[src/rtl/mips_pkg.sv]
// Shared MIPS pipeline definitions: branch-type encodings, NOP word and the default reset PC.
package mips_pkg;

    typedef enum logic [1:0] {
        BR_NONE = 2'd0,
        BR_JUMP = 2'd1,
        BR_JR   = 2'd2,
        BR_COND = 2'd3
    } branch_t;

    localparam logic [31:0] NOP_INSTR        = 32'h0000_0000;
    localparam logic [31:0] RESET_PC_DEFAULT = 32'h0000_0000;

endpackage

[src/rtl/branch_target_calc.sv]
// Redirect target for the instruction currently in ID, selected by its BranchType.
module branch_target_calc
    import mips_pkg::*;
(
    input  logic [31:0] PCPlus4,
    input  logic [15:0] BranchOffset,
    input  logic [25:0] JumpIndex,
    input  logic [31:0] JrAddr,
    input  logic [1:0]  BranchType,
    output logic [31:0] Target
);

    logic [31:0] branchDisp;

    assign branchDisp = {{14{BranchOffset[15]}}, BranchOffset, 2'b00};

    always_comb begin
        Target = PCPlus4 + 32'd4;
        case (BranchType)
            BR_JUMP: Target = {PCPlus4[31:28], JumpIndex, 2'b00};
            // jr targets are word aligned regardless of the low bits of rs
            BR_JR:   Target = JrAddr & 32'hFFFF_FFFC;
            BR_COND: Target = PCPlus4 + branchDisp;
            default: Target = PCPlus4 + 32'd4;
        endcase
    end

endmodule

[src/rtl/fetch_unit.sv]
// Instruction fetch stage: PC, asynchronous-read IMEM interface, IF/ID register and a fetch counter.
module fetch_unit
    import mips_pkg::*;
#(
    parameter logic [31:0] RESET_PC = RESET_PC_DEFAULT,
    parameter int          IMEM_AW  = 10
) (
    input  logic               Clk,
    input  logic               Reset_n,
    output logic [IMEM_AW-1:0] IMemAddr,
    input  logic [31:0]        IMemData,
    input  logic               Stall,
    input  logic [1:0]         BranchType,
    input  logic               BranchTaken,
    input  logic [15:0]        BranchOffset,
    input  logic [25:0]        JumpIndex,
    input  logic [31:0]        JrAddr,
    output logic [31:0]        PC,
    output logic [31:0]        Instruction,
    output logic [31:0]        PCPlus4,
    output logic               Valid,
    output logic [31:0]        InstCount
);

    logic [31:0] target;
    logic [31:0] seqPC;
    logic        redirect;

    branch_target_calc uTarget (
        .PCPlus4      (PCPlus4),
        .BranchOffset (BranchOffset),
        .JumpIndex    (JumpIndex),
        .JrAddr       (JrAddr),
        .BranchType   (BranchType),
        .Target       (target)
    );

    assign IMemAddr = PC[IMEM_AW+1:2];
    assign seqPC    = PC + 32'd4;

    // A squashed bubble carries Valid=0, so back-to-back redirects cannot happen.
    assign redirect = Valid & ~Stall &
                      ((BranchType == BR_JUMP) | (BranchType == BR_JR) |
                       ((BranchType == BR_COND) & BranchTaken));

    always_ff @(posedge Clk or negedge Reset_n) begin
        if (!Reset_n) begin
            PC          <= RESET_PC;
            Instruction <= NOP_INSTR;
            PCPlus4     <= RESET_PC;
            Valid       <= 1'b0;
            InstCount   <= 32'd0;
        end else if (!Stall) begin
            PCPlus4 <= seqPC;
            if (redirect) begin
                PC          <= target;
                Instruction <= NOP_INSTR;
                Valid       <= 1'b0;
            end else begin
                PC          <= seqPC;
                Instruction <= IMemData;
                Valid       <= 1'b1;
                InstCount   <= InstCount + 32'd1;
            end
        end
    end

endmodule
[config.mk]
export PLATFORM = sky130hd
export DESIGN_NAME = fetch_unit
export DESIGN_NICKNAME = d
export VERILOG_FILES = /design/src/rtl/mips_pkg.sv /design/src/rtl/branch_target_calc.sv /design/src/rtl/fetch_unit.sv
export SDC_FILE = /design/constraint.sdc
export NUM_CORES = 1
export LEC_CHECK = 0
export ABC_AREA = 1
export CAP_MARGIN = 20
export CORE_MARGIN = 5
export CORE_UTILIZATION = 39
export DETAILED_ROUTE_END_ITERATION = 8
export PLACE_DENSITY = 0.66
export RECOVER_POWER = 100
export REMOVE_ABC_BUFFERS = 1
export SYNTH_ARGS = -nofsm -noshare
export SYNTH_HDL_FRONTEND = slang
export SYNTH_HIERARCHICAL = 1
export SYNTH_SLANG_ARGS = --single-unit
[constraint.sdc]
create_clock -name Clk -period 5.45 [get_ports Clk]
set_input_delay 1.635 -clock Clk [delete_from_list [all_inputs] [get_ports Clk]]
set_output_delay 1.635 -clock Clk [all_outputs]
set_load 0.05 [all_outputs]
==> results.toml, run 1 <==
[status]
status = "complete, but fails checks"
violations = "max-capacitance violations, max-slew violations"

[power]
p_clk_share_pct = 21.9
switching_share_pct = 48.7
powerDensity_mw_per_mm2 = 377
leakagePower_nw = 6.38
irDropWorstVdd_mv = 0.211
p_switching_mw = 2.34
p_int_mw = 2.47
pwr-share-seq_pct = 30.1
combPwrFrac_pct = 48.0

[yosys]
synth.most_common_cell = "nand2_1"
synth_xor_area_share_pct = 3.20
avgSynthCellArea_sq_um = 6.62
synth-simple-area-share_pct = 38.0
synth_commonest_cells = "nand2_1 (568), inv_1 (170), dfrtp_1 (129)"
synthMuxAreaShare_pct = 0
synth_seq_cells = 129
synth_top_area_share_pct = 33.7
synthAdderAreaFrac_pct = 2.95
ys_warn_count = 6
syn_area_sq_mm = 0.00959
synth_area_leader_cell = "dfrtp_1"
ys.flop_type = "dfrtp_1"
synth_top_family_by_area = "simple AND/OR/NAND/NOR gates"
synth_cells = 1450
yosys-top-cells-area = "dfrtp_1 (34%), nand2_1 (22%), inv_1 (6.7%), nand3_1 (5.1%), nor2_1 (4.9%)"
synth_compound_area_share_pct = 11.9
synth.distinct_cells = 39
synth-seq-area-share_pct = 33.7
synth_edf_count = 0
ys_async_sr_fraction_pct = 100

[clocking]
postCtsSetupRepairBufs = 0
clock_path_buffers = 2
cts_max_level = 4
cts_sinks = 129
numCtsBuffers = 17
root_buffer = "clkbuf_16"
cts_tree = "built"
cts-resized-gates = 0
holdBufCountCts = 0
clk_latency_ns = 0.43
clk_pin_slew_ns = 0.06

[sta]
maxSlewHeadroom_pct = -31.5
whs_ns = 0.502
worstMarginPinSlew_ns = 1.97
hold_viol = 0
maxClockFrequency_mhz = 212
grt_setup_unrepaired = "no"
min_period_ns = 4.71
timing.final.crit_share_pct = 86.4
finalSetupViolCount = 0
setup_tns_ns = 0
slew_violations = 193
finClkSkew_ns = 0.0109

[floorplanning]
num_rows = 57
initial_core_util_pct = 39.6
die_w_microns = 167
io_pins = 251
die-area_sq_mm = 0.0278
dieHeight_microns = 167
core-area_sq_mm = 0.0242

[place]
dp.cells = 1979
port_buffers = 248
dpl.hpwl_mm = 24.3
gp_congestion = 0.896

[final_layout]
drive_above_1_share_pct = 5.92
diodes = 0
nFillCells = 2412
final_core_util_pct = 52.6
nets = 1810
layout.cells.non_filler = 2013
syn_to_final_growth_pct = 33.0

[detailed_routing]
drt_iter0_markers = 664
wl_met3_mm = 2.01
route.detailed.drc = 0
wl_met1_mm = 14.3
first_pass_iters = 5
drtAntennaViolNets = 0
vias = 9984
viasPerCell = 4.96
routed_wl_mm = 31.8
topRoutingLayerUsed = "met4"
wl_per_cell_microns = 15.8
dr_wl_met2_mm = 14.8

[setup_path]
critPathCaptureType = "register"
path_buf_inv = 4
start_kind = "primary input"
crit_type = "primary input to register"
crit_required_ns = 5.77
crit_chain = "dlygate4sd3_1 -> ha_1 -> buf_4 -> buf_4 -> nand2_2 -> nand2_1 -> nand2_2 -> nand2_1 -> o21bai_1 -> nor2_1 -> nand2_1 -> nand2_1 -> nand2_1 -> nand2_1 -> nand3_1 -> nand2_1 -> nand2_1 -> o21ai_0 -> inv_1 -> nand2_1"
crit_fanout = 29
critPathSlowestCell = "dlygate4sd3_1"
crit_path_frequent_cell = "nand2_1"
path_delay_family = "simple AND/OR/NAND/NOR gates"
cp.arrival_ns = 5.03
slowest_delay_ns = 0.60

[grt]
antenna_found_initial = 0
grt_max_degree = 85
grt_pass1_wl_mm = 51.6
grt_usage_pct = 22.7
overflow = 0
grt_pass1_vias = 9862

[flow_run]
drv_cap = 3

[hold_path]
hp-class = "register to register"
[cell families (layout without fill, tap and decap cells)]
family / after synthesis / in the layout
and+or+nand+nor: 866 / 866
buffers and inverters: 231 / 470
AOI/OAI and AO/OA: 167 / 167
DFF: 129 / 129
xor gates and xnor gates: 35 / 35
adders and majority gates: 22 / 22
[final cells by class]
cell class              count  area [sq um]  share of cell area [%]
multi-input cells        1090          5330                    41.8
inverters                 172           646                    5.06
repair buffers            266          2610                    20.5
flip-flops and latches    129          3230                    25.3
clock inverters            12          86.3                   0.677
well taps                 324           405                    3.18
clock buffers              20           457                    3.58
[power groups by stage]
stage	clock network, mW	logic (mW)	registers (mW)
detailed placement	0	2.38	1.47
finish	1.05	2.31	1.45
CTS	1.07	2.39	1.46
global placement	0	2.37	1.47
global route	1.11	2.47	1.48
floorplan	0	0.774	2.17
[cells in the final DEF, fill, tap and decap left out, types with 7 or more instances in the layout]
| master | count |
|---|---|
| a21oi_1 | 35 |
| ha_1 | 21 |
| buf_4 | 10 |
| nor2_2 | 17 |
| nand2_1 | 571 |
| nand4_1 | 9 |
| nor2_4 | 9 |
| a22o_1 | 51 |
| a221oi_1 | 9 |
| o21bai_1 | 8 |
| o21ai_0 | 39 |
| nor2_1 | 128 |
| dlygate4sd3_1 | 140 |
| clkbuf_16 | 17 |
| xnor2_1 | 10 |
| nand3_1 | 97 |
| inv_1 | 171 |
| nand2_2 | 22 |
| a41oi_1 | 7 |
| dfrtp_1 | 129 |
| xor2_1 | 25 |
| clkdlybuf4s50_1 | 106 |
[worst paths after layout]
path / start / end / slack (ns) / cells after the start
worst max register to register: PCPlus4[2]$_DFFE_PN0N_ / PC[22]$_DFFE_PN0N_ / 2.51 / 17
worst min-delay path: Instruction[31]$_DFFE_PN0N_ / Instruction[31]$_DFFE_PN0N_ / 0.50 / 1
worst min register to register: Instruction[31]$_DFFE_PN0N_ / Instruction[31]$_DFFE_PN0N_ / 0.50 / 1
worst max-delay path: BranchType[0] / PC[28]$_DFFE_PN0N_ / 0.74 / 20
max in group asynchronous: Reset_n / PCPlus4[20]$_DFFE_PN0N_ / 1.24 / 2
min in group asynchronous: Reset_n / Instruction[15]$_DFFE_PN0N_ / 1.77 / 1
[flip-flops by register name, indices dropped and copies added (netlist names)]
register     count
Instruction     32
PC              32
InstCount       32
Valid            1
PCPlus4         32
[per-stage QoR]
step	power (mW)	setup WS, ns	instance area [sq um]
finish	4.81	0.740	12800
global route	5.07	0.475	12800
CTS	4.92	0.954	12800
detailed placement	3.85	0.515	12300
global placement	3.83	0.555	12300
floorplan	2.94	1.01	9250
[layer usage]
metal / vias to the layer above / global-route usage (%)
met5: - / 0
met4: 0 / 6.55
met3: 48 / 4.91
met2: 308 / 37.5
met1: 4601 / 30.0
li1: 5027 / -
Note: power is estimated with default switching activity, not from simulation.
==> run 2: changes to the inputs <==
--- a/config.mk
+++ b/config.mk
@@ -7,7 +7,7 @@
 export LEC_CHECK = 0
 export ABC_AREA = 1
 export CAP_MARGIN = 20
-export CORE_MARGIN = 5
+export CORE_MARGIN = 4
 export CORE_UTILIZATION = 39
 export DETAILED_ROUTE_END_ITERATION = 8
 export PLACE_DENSITY = 0.66
==> run 2 against run 1 <==
  * The flow still finishes with violations (max-capacitance violations, max-slew violations)
  * Clock power up 9.5%
  * Critical path depth up 2
  * Critical path type unchanged
  * Largest power group unchanged
  * Fmax up 0.90%
  * Via count up 0.63%
  * Utilization up 0.13 points
  * Count of clock-buffer cells in the layout down 3
  * Clock skew up 0.0014 ns
==> results.toml, run 2 (same netlist as run 1, synthesis figures left out) <==
[detailed_routing]
route.detailed.drc = 0
drtAntennaViolNets = 0
wl_per_cell_microns = 15.6
drt_iter0_markers = 618
routed_wl_mm = 31.4
first_pass_iters = 5
vias = 10000
viasPerCell = 5.00

[sta]
timing.final.crit_share_pct = 85.7
hold_viol = 0
worstMarginPinSlew_ns = 2.80
setup_tns_ns = 0
min_period_ns = 4.67
slew_violations = 132
grt_setup_unrepaired = "no"
maxSlewHeadroom_pct = -86.7
finClkSkew_ns = 0.0123
maxClockFrequency_mhz = 214
finalSetupViolCount = 0

[place]
dp.cells = 1977
port_buffers = 248
gp_congestion = 0.913
dpl.hpwl_mm = 24.2

[hold_path]
min_path_cells = 1
worstHoldEndpoint = "Instruction[11]$_DFFE_PN0N_"
hold_start = "Instruction[11]$_DFFE_PN0N_"
hp-class = "register to register"

[final_layout]
mostFrequentLayoutCells = "nand2_1 (571), inv_1 (172), dlygate4sd3_1 (140)"
final_core_util_pct = 52.8
layout_commonest_cell = "nand2_1"
syn_to_final_growth_pct = 33.4
nets = 1807
drive_above_1_share_pct = 5.69
layout.cells.non_filler = 2011

[clocking]
holdBufCountCts = 0
cts_max_level = 4
clock_path_buffers = 2
cts_tree = "built"
clk_pin_slew_ns = 0.06
postCtsSetupRepairBufs = 0
root_buffer = "clkbuf_16"
cts_sinks = 129
numCtsBuffers = 17
cts-resized-gates = 0
clk_latency_ns = 0.43

[grt]
antenna_found_initial = 1
grt_pass1_wl_mm = 49.7
overflow = 0
grt_util_met3_pct = 4.27
top_usage_layer = "met2"
grt_pass1_vias = 9696
use_met2_pct = 37.7
grt_max_degree = 107
use_met1_pct = 30.6
grt_usage_pct = 23.0

[power]
irDropWorstVdd_mv = 0.212
powerDensity_mw_per_mm2 = 382
total_power_mw = 4.89
leakagePower_nw = 6.40

[flow_run]
drv_cap = 2

[floorplanning]
core-area_sq_mm = 0.0242
initial_core_util_pct = 39.6
die_w_microns = 165
dieHeight_microns = 165
num_rows = 57
io_pins = 251
die-area_sq_mm = 0.0272

[setup_path]
crit_fanout = 16
critPathCaptureType = "register"
crit_type = "primary input to register"
start_kind = "primary input"
r2r_setup_slack_ns = 2.54
r2r-end = "PC[26]$_DFFE_PN0N_"
timing.rr.start = "PCPlus4[2]$_DFFE_PN0N_"
crit_required_ns = 5.75
worst_r2r_path_depth = 18
cp.arrival_ns = 4.97
startpoint = "BranchType[1]"

[status]
violations = "max-capacitance violations, max-slew violations"
status = "complete, but fails checks"
==> run 2: worst max-delay path, stage by stage <==
cell and delay, ns:
dlygate4sd3_1 0.60, ha_1 0.24, buf_4 0.21, nand2_1 0.08, inv_1 0.07, fa_1 0.47, nand2_1 0.10, nor2_1 0.04
nor2_1 0.24, inv_1 0.08, nand2_1 0.07, nand3_1 0.20, nand2_1 0.11, nand2_1 0.13, nand2_1 0.13, nand3_1 0.08
nand3_1 0.14, nand2_1 0.07, nand2_1 0.06, o21ai_0 0.09, inv_1 0.09, nand2_1 0.05
==> run 2: worst max path at each step <==
stage | end | depth (start not counted)
after floorplan | PC[26]$_DFFE_PN0N_ | 20
after global placement | PC[26]$_DFFE_PN0N_ | 22
after detailed placement | PC[26]$_DFFE_PN0N_ | 22
after CTS | PC[26]$_DFFE_PN0N_ | 22
after global routing | PC[26]$_DFFE_PN0N_ | 22
final | PC[26]$_DFFE_PN0N_ | 22
==> run 2: final cells by class <==
class                           instances  area (sq um)
Clock buffer                           17           425
Timing Repair Buffer                  263          2590
Antenna cell                            1          2.50
Sequential cell                       129          3230
Tap cell                              324           405
Clock inverter                         15           163
Fill cell                            2404         11500
Multi-Input combinational cell       1090          5330
Inverter                              172           646
==> run 2: per-stage QoR <==
step / instance area, sq um / worst slack [ns] / hold slack, ns
floorplan: 9250 / 1.01 / 0.765
global placement: 12200 / 0.567 / 0.491
detailed placement: 12200 / 0.501 / 0.496
CTS: 12800 / 0.949 / 0.512
global route: 12800 / 0.532 / 0.515
finish: 12800 / 0.782 / 0.503
==> run 2: metal layers <==
metal  routed length, microns  vias up
met1                    13800     4642
met5                        0        -
met4                      746        0
met2                    14600      327
met3                     2230       43
li1                         -     5035
==> run 2: where the power goes <==
group	total, mW	internal, mW	switching, mW
sequential	1.45	1.15	0.296
clock	1.15	0.677	0.468
combinational	2.29	0.707	1.59
